**config.mk**
```make
export PLATFORM = sky130hd
export DESIGN_NAME = uart_cmd_decoder
export DESIGN_NICKNAME = d
export VERILOG_FILES = /design/src/rtl/uart_cmd_pkg.sv /design/src/rtl/uart_word_serializer.sv /design/src/rtl/uart_cmd_decoder.sv
export SDC_FILE = /design/constraint.sdc
export NUM_CORES = 1
export LEC_CHECK = 0
export BUFFER_PORTS_ARGS = -buffer_cell sky130_fd_sc_hd__clkbuf_2
export CORE_MARGIN = 8
export CORE_UTILIZATION = 52
export DETAILED_ROUTE_END_ITERATION = 10
export PLACE_DENSITY = 0.79
export SYNTH_ARGS = -nofsm -noshare
export SYNTH_HDL_FRONTEND = slang
export SYNTH_HIERARCHICAL = 1
export SYNTH_SLANG_ARGS = --single-unit
```
**constraint.sdc**
```tcl
create_clock -name ACLK -period 2.9 [get_ports ACLK]
set_input_delay 0.435 -clock ACLK [delete_from_list [all_inputs] [get_ports ACLK]]
set_output_delay 0.435 -clock ACLK [all_outputs]
set_load 0.01 [all_outputs]
```
**src/rtl/uart_cmd_pkg.sv**
```systemverilog
// Shared definitions for the UART command decoder.
// Holds the opcode values, the field widths and the state encodings used by
// the command parser (uart_cmd_decoder) and the read-data return path
// (uart_word_serializer).
`timescale 1ns/1ps

package uart_cmd_pkg;

    localparam int BYTE_W     = 8;
    localparam int WORD_W     = 32;
    localparam int WORD_BYTES = WORD_W / BYTE_W;

    // The byte counter is 2 bits wide, so a field completes when it reads 3.
    localparam logic [1:0] LAST_BYTE = 2'(WORD_BYTES - 1);

    localparam logic [BYTE_W-1:0] OPC_WRITE = 8'h57;  // 'W'
    localparam logic [BYTE_W-1:0] OPC_READ  = 8'h52;  // 'R'

    typedef enum logic [1:0] {
        IDLE,
        ADDR,
        DATA,
        ISSUE
    } parse_state_t;

    typedef enum logic [1:0] {
        R_IDLE,
        R_WAIT,
        R_SEND
    } ret_state_t;

    function automatic logic is_opcode(input logic [BYTE_W-1:0] b);
        return (b == OPC_WRITE) || (b == OPC_READ);
    endfunction

endpackage

```
**src/rtl/uart_word_serializer.sv**
```systemverilog
// Read-data return path: pops one 32-bit word from the AXI master RX FIFO and
// sends it to the UART transmitter as four bytes, MSB first, over a
// valid/ready handshake.
//
// Ports
//   ACLK, ARESET        clock, synchronous active-high reset
//   RX_FIFO_DATA_IN     read data from the RX FIFO
//   RX_FIFO_RD_EN       one-cycle pop strobe
//   RX_FIFO_EMPTY       RX FIFO empty flag
//   RX_FIFO_DATA_VALID  RX_FIFO_DATA_IN valid this cycle
//   TX_BYTE_OUT         byte to the UART transmitter
//   TX_BYTE_VALID       TX_BYTE_OUT valid, held until accepted
//   TX_BYTE_READY       transmitter accepts the byte
`timescale 1ns/1ps

module uart_word_serializer
    import uart_cmd_pkg::*;
#(
    parameter int C_DATA_WIDTH = 32
) (
    input  logic                    ACLK,
    input  logic                    ARESET,
    input  logic [C_DATA_WIDTH-1:0] RX_FIFO_DATA_IN,
    output logic                    RX_FIFO_RD_EN,
    input  logic                    RX_FIFO_EMPTY,
    input  logic                    RX_FIFO_DATA_VALID,
    output logic [BYTE_W-1:0]       TX_BYTE_OUT,
    output logic                    TX_BYTE_VALID,
    input  logic                    TX_BYTE_READY
);

    ret_state_t              r_state;
    logic [1:0]              r_byte_cnt;
    logic [C_DATA_WIDTH-1:0] r_word;
    logic                    r_rd_en;
    logic                    r_tx_valid;

    // The outgoing byte is always the top of the shift register, so a drained
    // word leaves TX_BYTE_OUT at zero.
    assign TX_BYTE_OUT   = r_word[C_DATA_WIDTH-1 -: BYTE_W];
    assign TX_BYTE_VALID = r_tx_valid;
    assign RX_FIFO_RD_EN = r_rd_en;

    // NOTE: sequential state uses non-blocking assignments only, so every
    // register in this block sees the pre-edge value of every other register.
    always_ff @(posedge ACLK) begin
        // NOTE: reset is synchronous and clears the datapath as well as the
        // control state, because the byte output is observable after reset.
        if (ARESET) begin
            r_state    <= R_IDLE;
            r_byte_cnt <= '0;
            r_word     <= '0;
            r_rd_en    <= 1'b0;
            r_tx_valid <= 1'b0;
        end else begin
            case (r_state)
                R_IDLE: begin
                    r_byte_cnt <= '0;
                    if (!RX_FIFO_EMPTY) begin
                        r_rd_en <= 1'b1;
                        r_state <= R_WAIT;
                    end
                end
                R_WAIT: begin
                    r_rd_en <= 1'b0;
                    if (RX_FIFO_DATA_VALID) begin
                        r_word     <= RX_FIFO_DATA_IN;
                        r_tx_valid <= 1'b1;
                        r_byte_cnt <= '0;
                        r_state    <= R_SEND;
                    end
                end
                R_SEND: begin
                    // A byte moves only on the cycle both valid and ready
                    // are high; the next byte appears on the following cycle.
                    if (TX_BYTE_READY) begin
                        r_word <= {r_word[C_DATA_WIDTH-BYTE_W-1:0], {BYTE_W{1'b0}}};
                        if (r_byte_cnt == LAST_BYTE) begin
                            r_tx_valid <= 1'b0;
                            r_byte_cnt <= '0;
                            r_state    <= R_IDLE;
                        end else begin
                            r_byte_cnt <= r_byte_cnt + 2'd1;
                        end
                    end
                end
                default: begin
                    r_rd_en    <= 1'b0;
                    r_tx_valid <= 1'b0;
                    r_byte_cnt <= '0;
                    r_state    <= R_IDLE;
                end
            endcase
        end
    end

endmodule

```
**src/rtl/uart_cmd_decoder.sv**
```systemverilog
// UART command decoder. Parses write packets (0x57, addr[4], data[4]) and
// read packets (0x52, addr[4]) arriving one byte per RX_BYTE_VALID strobe,
// pushes them to the AXI master TX FIFO or read-request FIFO, and returns
// read data through uart_word_serializer.
//
// Ports
//   ACLK, ARESET         clock, synchronous active-high reset
//   RX_BYTE_IN/VALID     received byte and its one-cycle strobe
//   TX_FIFO_*            write address/data push to the AXI master TX FIFO
//   REQ_ADDR_FIFO_*      read address push to the request FIFO
//   RX_FIFO_*            read data pop from the AXI master RX FIFO
//   TX_BYTE_*            byte stream to the UART transmitter
//   CMD_ERROR            one-cycle strobe on any protocol error
`timescale 1ns/1ps

module uart_cmd_decoder
    import uart_cmd_pkg::*;
#(
    parameter int C_ADDR_WIDTH     = 32,
    parameter int C_DATA_WIDTH     = 32,
    parameter int C_TIMEOUT_CYCLES = 100000
) (
    input  logic                    ACLK,
    input  logic                    ARESET,
    input  logic [BYTE_W-1:0]       RX_BYTE_IN,
    input  logic                    RX_BYTE_VALID,
    output logic [C_ADDR_WIDTH-1:0] TX_FIFO_ADDR_OUT,
    output logic [C_DATA_WIDTH-1:0] TX_FIFO_DATA_OUT,
    output logic                    TX_FIFO_WR_EN,
    input  logic                    TX_FIFO_FULL,
    output logic [C_ADDR_WIDTH-1:0] REQ_ADDR_FIFO_OUT,
    output logic                    REQ_ADDR_FIFO_WR_EN,
    input  logic                    REQ_ADDR_FIFO_FULL,
    input  logic [C_DATA_WIDTH-1:0] RX_FIFO_DATA_IN,
    output logic                    RX_FIFO_RD_EN,
    input  logic                    RX_FIFO_EMPTY,
    input  logic                    RX_FIFO_DATA_VALID,
    output logic [BYTE_W-1:0]       TX_BYTE_OUT,
    output logic                    TX_BYTE_VALID,
    input  logic                    TX_BYTE_READY,
    output logic                    CMD_ERROR
);

    // Counts 0 .. C_TIMEOUT_CYCLES-1 idle cycles inside a packet.
    localparam int TO_W = $clog2(C_TIMEOUT_CYCLES);
    localparam logic [TO_W-1:0] TO_LAST = TO_W'(C_TIMEOUT_CYCLES - 1);

    parse_state_t            r_state;
    logic [1:0]              r_byte_cnt;
    logic [TO_W-1:0]         r_to_cnt;
    logic                    r_is_write;
    logic [C_ADDR_WIDTH-1:0] r_addr;
    logic [C_DATA_WIDTH-1:0] r_data;
    logic                    r_tx_wr_en;
    logic                    r_req_wr_en;
    logic                    r_cmd_error;

    assign TX_FIFO_ADDR_OUT    = r_addr;
    assign TX_FIFO_DATA_OUT    = r_data;
    assign TX_FIFO_WR_EN       = r_tx_wr_en;
    assign REQ_ADDR_FIFO_OUT   = r_addr;
    assign REQ_ADDR_FIFO_WR_EN = r_req_wr_en;
    assign CMD_ERROR           = r_cmd_error;

    always_ff @(posedge ACLK) begin
        if (ARESET) begin
            r_state     <= IDLE;
            r_byte_cnt  <= '0;
            r_to_cnt    <= '0;
            r_is_write  <= 1'b0;
            r_addr      <= '0;
            r_data      <= '0;
            r_tx_wr_en  <= 1'b0;
            r_req_wr_en <= 1'b0;
            r_cmd_error <= 1'b0;
        end else begin
            // NOTE: the error strobe defaults low every cycle; any number of
            // error causes in one cycle collapse into a single pulse.
            r_cmd_error <= 1'b0;

            case (r_state)
                IDLE: begin
                    r_byte_cnt <= '0;
                    r_to_cnt   <= '0;
                    if (RX_BYTE_VALID) begin
                        if (is_opcode(RX_BYTE_IN)) begin
                            r_is_write <= (RX_BYTE_IN == OPC_WRITE);
                            r_state    <= ADDR;
                        end else begin
                            r_cmd_error <= 1'b1;
                        end
                    end
                end

                ADDR, DATA: begin
                    if (RX_BYTE_VALID) begin
                        r_to_cnt <= '0;
                        if (r_state == ADDR) begin
                            r_addr <= {r_addr[C_ADDR_WIDTH-BYTE_W-1:0], RX_BYTE_IN};
                        end else begin
                            r_data <= {r_data[C_DATA_WIDTH-BYTE_W-1:0], RX_BYTE_IN};
                        end
                        if (r_byte_cnt == LAST_BYTE) begin
                            r_byte_cnt <= '0;
                            if (r_state == ADDR && r_is_write) begin
                                r_state <= DATA;
                            end else begin
                                // Push straight away when the target FIFO has
                                // room, so WR_EN lands on the cycle after the
                                // final byte; otherwise ISSUE retries.
                                r_state     <= ISSUE;
                                r_tx_wr_en  <= r_is_write  && !TX_FIFO_FULL;
                                r_req_wr_en <= !r_is_write && !REQ_ADDR_FIFO_FULL;
                            end
                        end else begin
                            r_byte_cnt <= r_byte_cnt + 2'd1;
                        end
                    end else if (r_to_cnt == TO_LAST) begin
                        // Line went quiet mid-packet: drop it and resync.
                        r_cmd_error <= 1'b1;
                        r_byte_cnt  <= '0;
                        r_to_cnt    <= '0;
                        r_state     <= IDLE;
                    end else begin
                        r_to_cnt <= r_to_cnt + 1'b1;
                    end
                end

                ISSUE: begin
                    // Bytes arriving while a packet waits are dropped.
                    if (RX_BYTE_VALID) begin
                        r_cmd_error <= 1'b1;
                    end
                    if (r_tx_wr_en || r_req_wr_en) begin
                        r_tx_wr_en  <= 1'b0;
                        r_req_wr_en <= 1'b0;
                        r_byte_cnt  <= '0;
                        r_state     <= IDLE;
                    end else if (r_is_write) begin
                        r_tx_wr_en <= !TX_FIFO_FULL;
                    end else begin
                        r_req_wr_en <= !REQ_ADDR_FIFO_FULL;
                    end
                end

                default: begin
                    r_tx_wr_en  <= 1'b0;
                    r_req_wr_en <= 1'b0;
                    r_byte_cnt  <= '0;
                    r_to_cnt    <= '0;
                    r_state     <= IDLE;
                end
            endcase
        end
    end

    uart_word_serializer #(
        .C_DATA_WIDTH (C_DATA_WIDTH)
    ) u_word_serializer (
        .ACLK               (ACLK),
        .ARESET             (ARESET),
        .RX_FIFO_DATA_IN    (RX_FIFO_DATA_IN),
        .RX_FIFO_RD_EN      (RX_FIFO_RD_EN),
        .RX_FIFO_EMPTY      (RX_FIFO_EMPTY),
        .RX_FIFO_DATA_VALID (RX_FIFO_DATA_VALID),
        .TX_BYTE_OUT        (TX_BYTE_OUT),
        .TX_BYTE_VALID      (TX_BYTE_VALID),
        .TX_BYTE_READY      (TX_BYTE_READY)
    );

endmodule
```
==> results.py <==
metrics = {
    "run_status": {
        "status": "finished clean",
    },
    "logic_synthesis": {
        "netlist_top_cells_count": "nand2_1 (155), dfxtp_1 (127), a21oi_1 (109)",
        "netlist_area_um2": 5492,
        "synth_top_cell_by_area": "dfxtp_1",
        "seq_area_frac_synth_pct": 46.30,
        "ys_ff_latch": 127,
        "ys_types": 54,
        "synth_edf_count": 0,
        "yosys-top-cells-area": "dfxtp_1 (46%), nand2_1 (11%), a21oi_1 (9.9%)",
        "syn_nets": 707,
        "synthFlopType": "dfxtp_1",
        "async_flop_share_pct": 0,
        "synthDominantCellAreaShare_pct": 46.30,
        "postSynthAreaPerCell_um2": 8.436,
        "synth.most_common_cell": "nand2_1",
        "postSynthCellCount": 651,
        "ys_warn_count": 6,
    },
    "clocking": {
        "clk_pin_slew_worst_paths_ns": 0.05,
        "cts.htree.levels": 4,
        "clock_latency_ns": 0.51,
        "cts_tree": "done",
        "cts_resized": 0,
        "clockBufferDepth": 2,
        "postCtsHoldBufs": 0,
        "postCtsSetupRepairBufs": 0,
        "cts_num_sinks": 127,
        "cts-buffers-inserted": 17,
        "clock-root-buffer": "clkbuf_8",
    },
    "die": {
        "start_util_pct": 53.43,
        "rows": 37,
        "coreArea_um2": 10280,
        "die_area_um2": 14110,
        "io_pins": 157,
        "die_width_um": 118.8,
        "die_y_um": 118.8,
    },
    "sta": {
        "hold_viol_final": 0,
        "maxSlewHeadroom_pct": 45.18,
        "grt_setup_unrepaired": "false",
        "final.setup.tns_ns": 0,
        "setup_viol": 0,
        "slew_viol_final": 0,
        "worstMarginPinSlew_ns": 0.8223,
        "fmax_mhz": 445.2,
        "period_share_pct": 77.45,
        "skew_ns": 0.009867,
        "fin_crit_ns": 2.246,
    },
    "critical_path": {
        "rrSetupSlack_ns": 0.65,
        "critPathMaxStageDelay_ns": 0.56,
        "critPathSlowestCell": "or4_4",
        "start_kind": "flop",
        "critical_path_buf_inv_count": 0,
        "crit_fanout": 5,
        "ff2ff_path_depth": 5,
        "critPathArrivalTime_ns": 2.66,
        "crit_top_cell": "or4_4",
        "worstPathRequired_ns": 3.31,
        "cp_cell_sequence": "or4_4, or4_4, a211oi_4, o21ai_1, a221oi_1",
        "crit_type": "reg -> reg",
        "r2r-start": "r_to_cnt[11]",
        "critPathTopFamily": "simple AND/OR/NAND/NOR gates",
        "r2r-end": "r_state[0]",
        "cp-end-kind": "flop",
    },
    "global_route": {
        "grt_overflow_total": 0,
        "grt_max_degree": 81,
        "grt_usage_pct": 18.38,
        "antenna_found_initial": 0,
        "grt_first_pass_wirelength_um": 21820,
        "grt_pass1_vias": 4640,
    },
    "finish": {
        "finalNonFillerCells": 899,
        "seqCellArea_um2": 2542,
        "fillers": 871,
        "multi_input_area_um2": 2333,
        "drive_above_1_share_pct": 29.36,
        "antennaDiodeCount": 0,
        "syn_to_final_growth_pct": 18.11,
        "nets": 809,
        "final_core_util_pct": 63.11,
        "fin_area_um2": 6486,
    },
    "power_and_ir_drop": {
        "intPower_mw": 2.998,
        "combPwrFrac_pct": 7.7,
        "finalPower_mw": 3.923,
        "swShare_pct": 23.58,
        "p_clk_share_pct": 45.3,
        "powerDensity_nw_per_um2": 604.8,
        "p_seq_share_pct": 47.0,
        "leakage_nw": 2.766,
        "peakVddDrop_v": 0.0003146,
        "switching_power_mw": 0.9249,
    },
    "drt": {
        "drt_iter0_drc": 424,
        "dr_wl_met2_um": 6526,
        "drc": 0,
        "wl_um": 13240,
        "first_pass_iters": 4,
        "met3_length_um": 928,
        "wl_met1_um": 5632,
        "ant_nets": 0,
        "wl_per_cell_um": 14.73,
        "drt-vias-per-instance": 5.258,
        "routed.top_layer": "met4",
        "dr_total_vias": 4727,
    },
    "place": {
        "dp_hpwl_um": 9293,
        "gp_congestion": 0.8262,
        "placed_area_um2": 5991,
        "io_buffers": 156,
        "dp_cells": 870,
    },
    "flow_run": {
        "cap_violations": 0,
    },
    "min_path": {
        "whs_path_depth": 3,
        "hold_end": "u_word_serializer/r_word[5]",
        "hp-class": "in -> reg",
        "min_from": "RX_FIFO_DATA_IN[5]",
    },
}
[cell type report]
type / instances / share of cell area, %
clock buffer: 23 / 7.041
sequential: 127 / 39.20
clock inverter: 6 / 0.5980
multi-input combinational: 414 / 35.98
inverter: 31 / 1.794
tap: 136 / 2.623
timing repair buffer: 162 / 12.77
[flip-flops by register name, summed over array words and instances (netlist names)]
name	flops
REQ_ADDR_FIFO_OUT	32
TX_FIFO_DATA_OUT	32
u_word_serializer/r_word	32
r_to_cnt	17
r_byte_cnt	2
r_state	2
u_word_serializer/r_byte_cnt	2
u_word_serializer/r_state	2
CMD_ERROR	1
REQ_ADDR_FIFO_WR_EN	1
TX_FIFO_WR_EN	1
r_is_write	1
u_word_serializer/RX_FIFO_RD_EN	1
u_word_serializer/TX_BYTE_VALID	1
[worst register-to-register path, cell delays in order (launching register included)]
cell and delay, ns:
dfxtp_1 0.35, or4_4 0.56, or4_4 0.56, a211oi_4 0.30, o21ai_1 0.11, a221oi_1 0.28
[power groups by stage]
stage	logic, mW	clock network [mW]	registers, mW
3_3_place_gp	0.294	0	1.88
6_report	0.302	1.78	1.84
5_1_grt	0.333	1.90	1.85
2_1_floorplan	0.228	0	1.87
4_1_cts	0.304	1.81	1.84
3_5_place_dp	0.301	0	1.88
[cell families (layout without fill, tap and decap cells)]
group / count (synthesis) / after routing / share of synthesized area (%)
AND/OR/NAND/NOR: 235 / 235 / 20.07
adder cells (fa/ha/maj): 8 / 8 / 1.823
buffers and inverters: 110 / 222 / 11.26
multiplexers: 2 / 2 / 0.3873
flip-flops: 127 / 127 / 46.30
AO/OA/AOI/OAI: 153 / 153 / 17.61
XOR/XNOR: 16 / 16 / 2.552
[cell usage in the layout (no fill, tap or decap), types with 2 or more instances in the layout]
master and count:
nand4b_1 2, dfxtp_1 127, clkinv_2 3, or4_4 2
buf_4 7, nor4_1 2, and3b_1 3, a21oi_2 2
clkbuf_8 3, o21ai_0 5, and4b_1 2, ha_1 8
clkbuf_16 16, a31oi_1 2, nor2b_1 4, nor3b_1 3
inv_1 31, nand3_1 3, a22oi_1 2, xnor2_1 11
clkinvlp_4 2, clkbuf_1 4, o21ai_1 2, a21oi_1 109
nor3_1 6, xor2_1 5, clkbuf_2 155, nand2_1 155
nand2b_1 3, o221a_2 23, nand4_1 4, nand3b_4 2
nor2_1 30
[per-stage QoR]
stage	hold WS, ns	setup WS [ns]
after floorplan	0.4356	0.7618
after global placement	0.4436	0.7008
after detailed placement	0.4495	0.6720
after CTS	0.1194	0.6543
after global routing	0.1266	0.5185
final	0.1427	0.6538
[routing by layer]
| layer | vias to the layer above | global-route usage [%] |
|---|---|---|
| li1 | 2358 | - |
| met1 | 2217 | 20.37 |
| met2 | 137 | 31.33 |
| met3 | 15 | 7.235 |
| met4 | 0 | 6.640 |
| met5 | - | 0 |
[how the worst max path moves through the flow]
stage | from | end | slack (ns) | cells past startpoint
after floorplan | r_to_cnt[11] | r_state[0] | 0.76 | 5
after global placement | r_to_cnt[11] | r_state[0] | 0.70 | 5
after detailed placement | r_to_cnt[11] | r_state[0] | 0.67 | 5
after CTS | r_to_cnt[11] | r_state[0] | 0.65 | 5
after global routing | r_to_cnt[11] | r_state[0] | 0.52 | 5
final | r_to_cnt[11] | r_state[0] | 0.65 | 5
(Power assumes the default switching activity.)
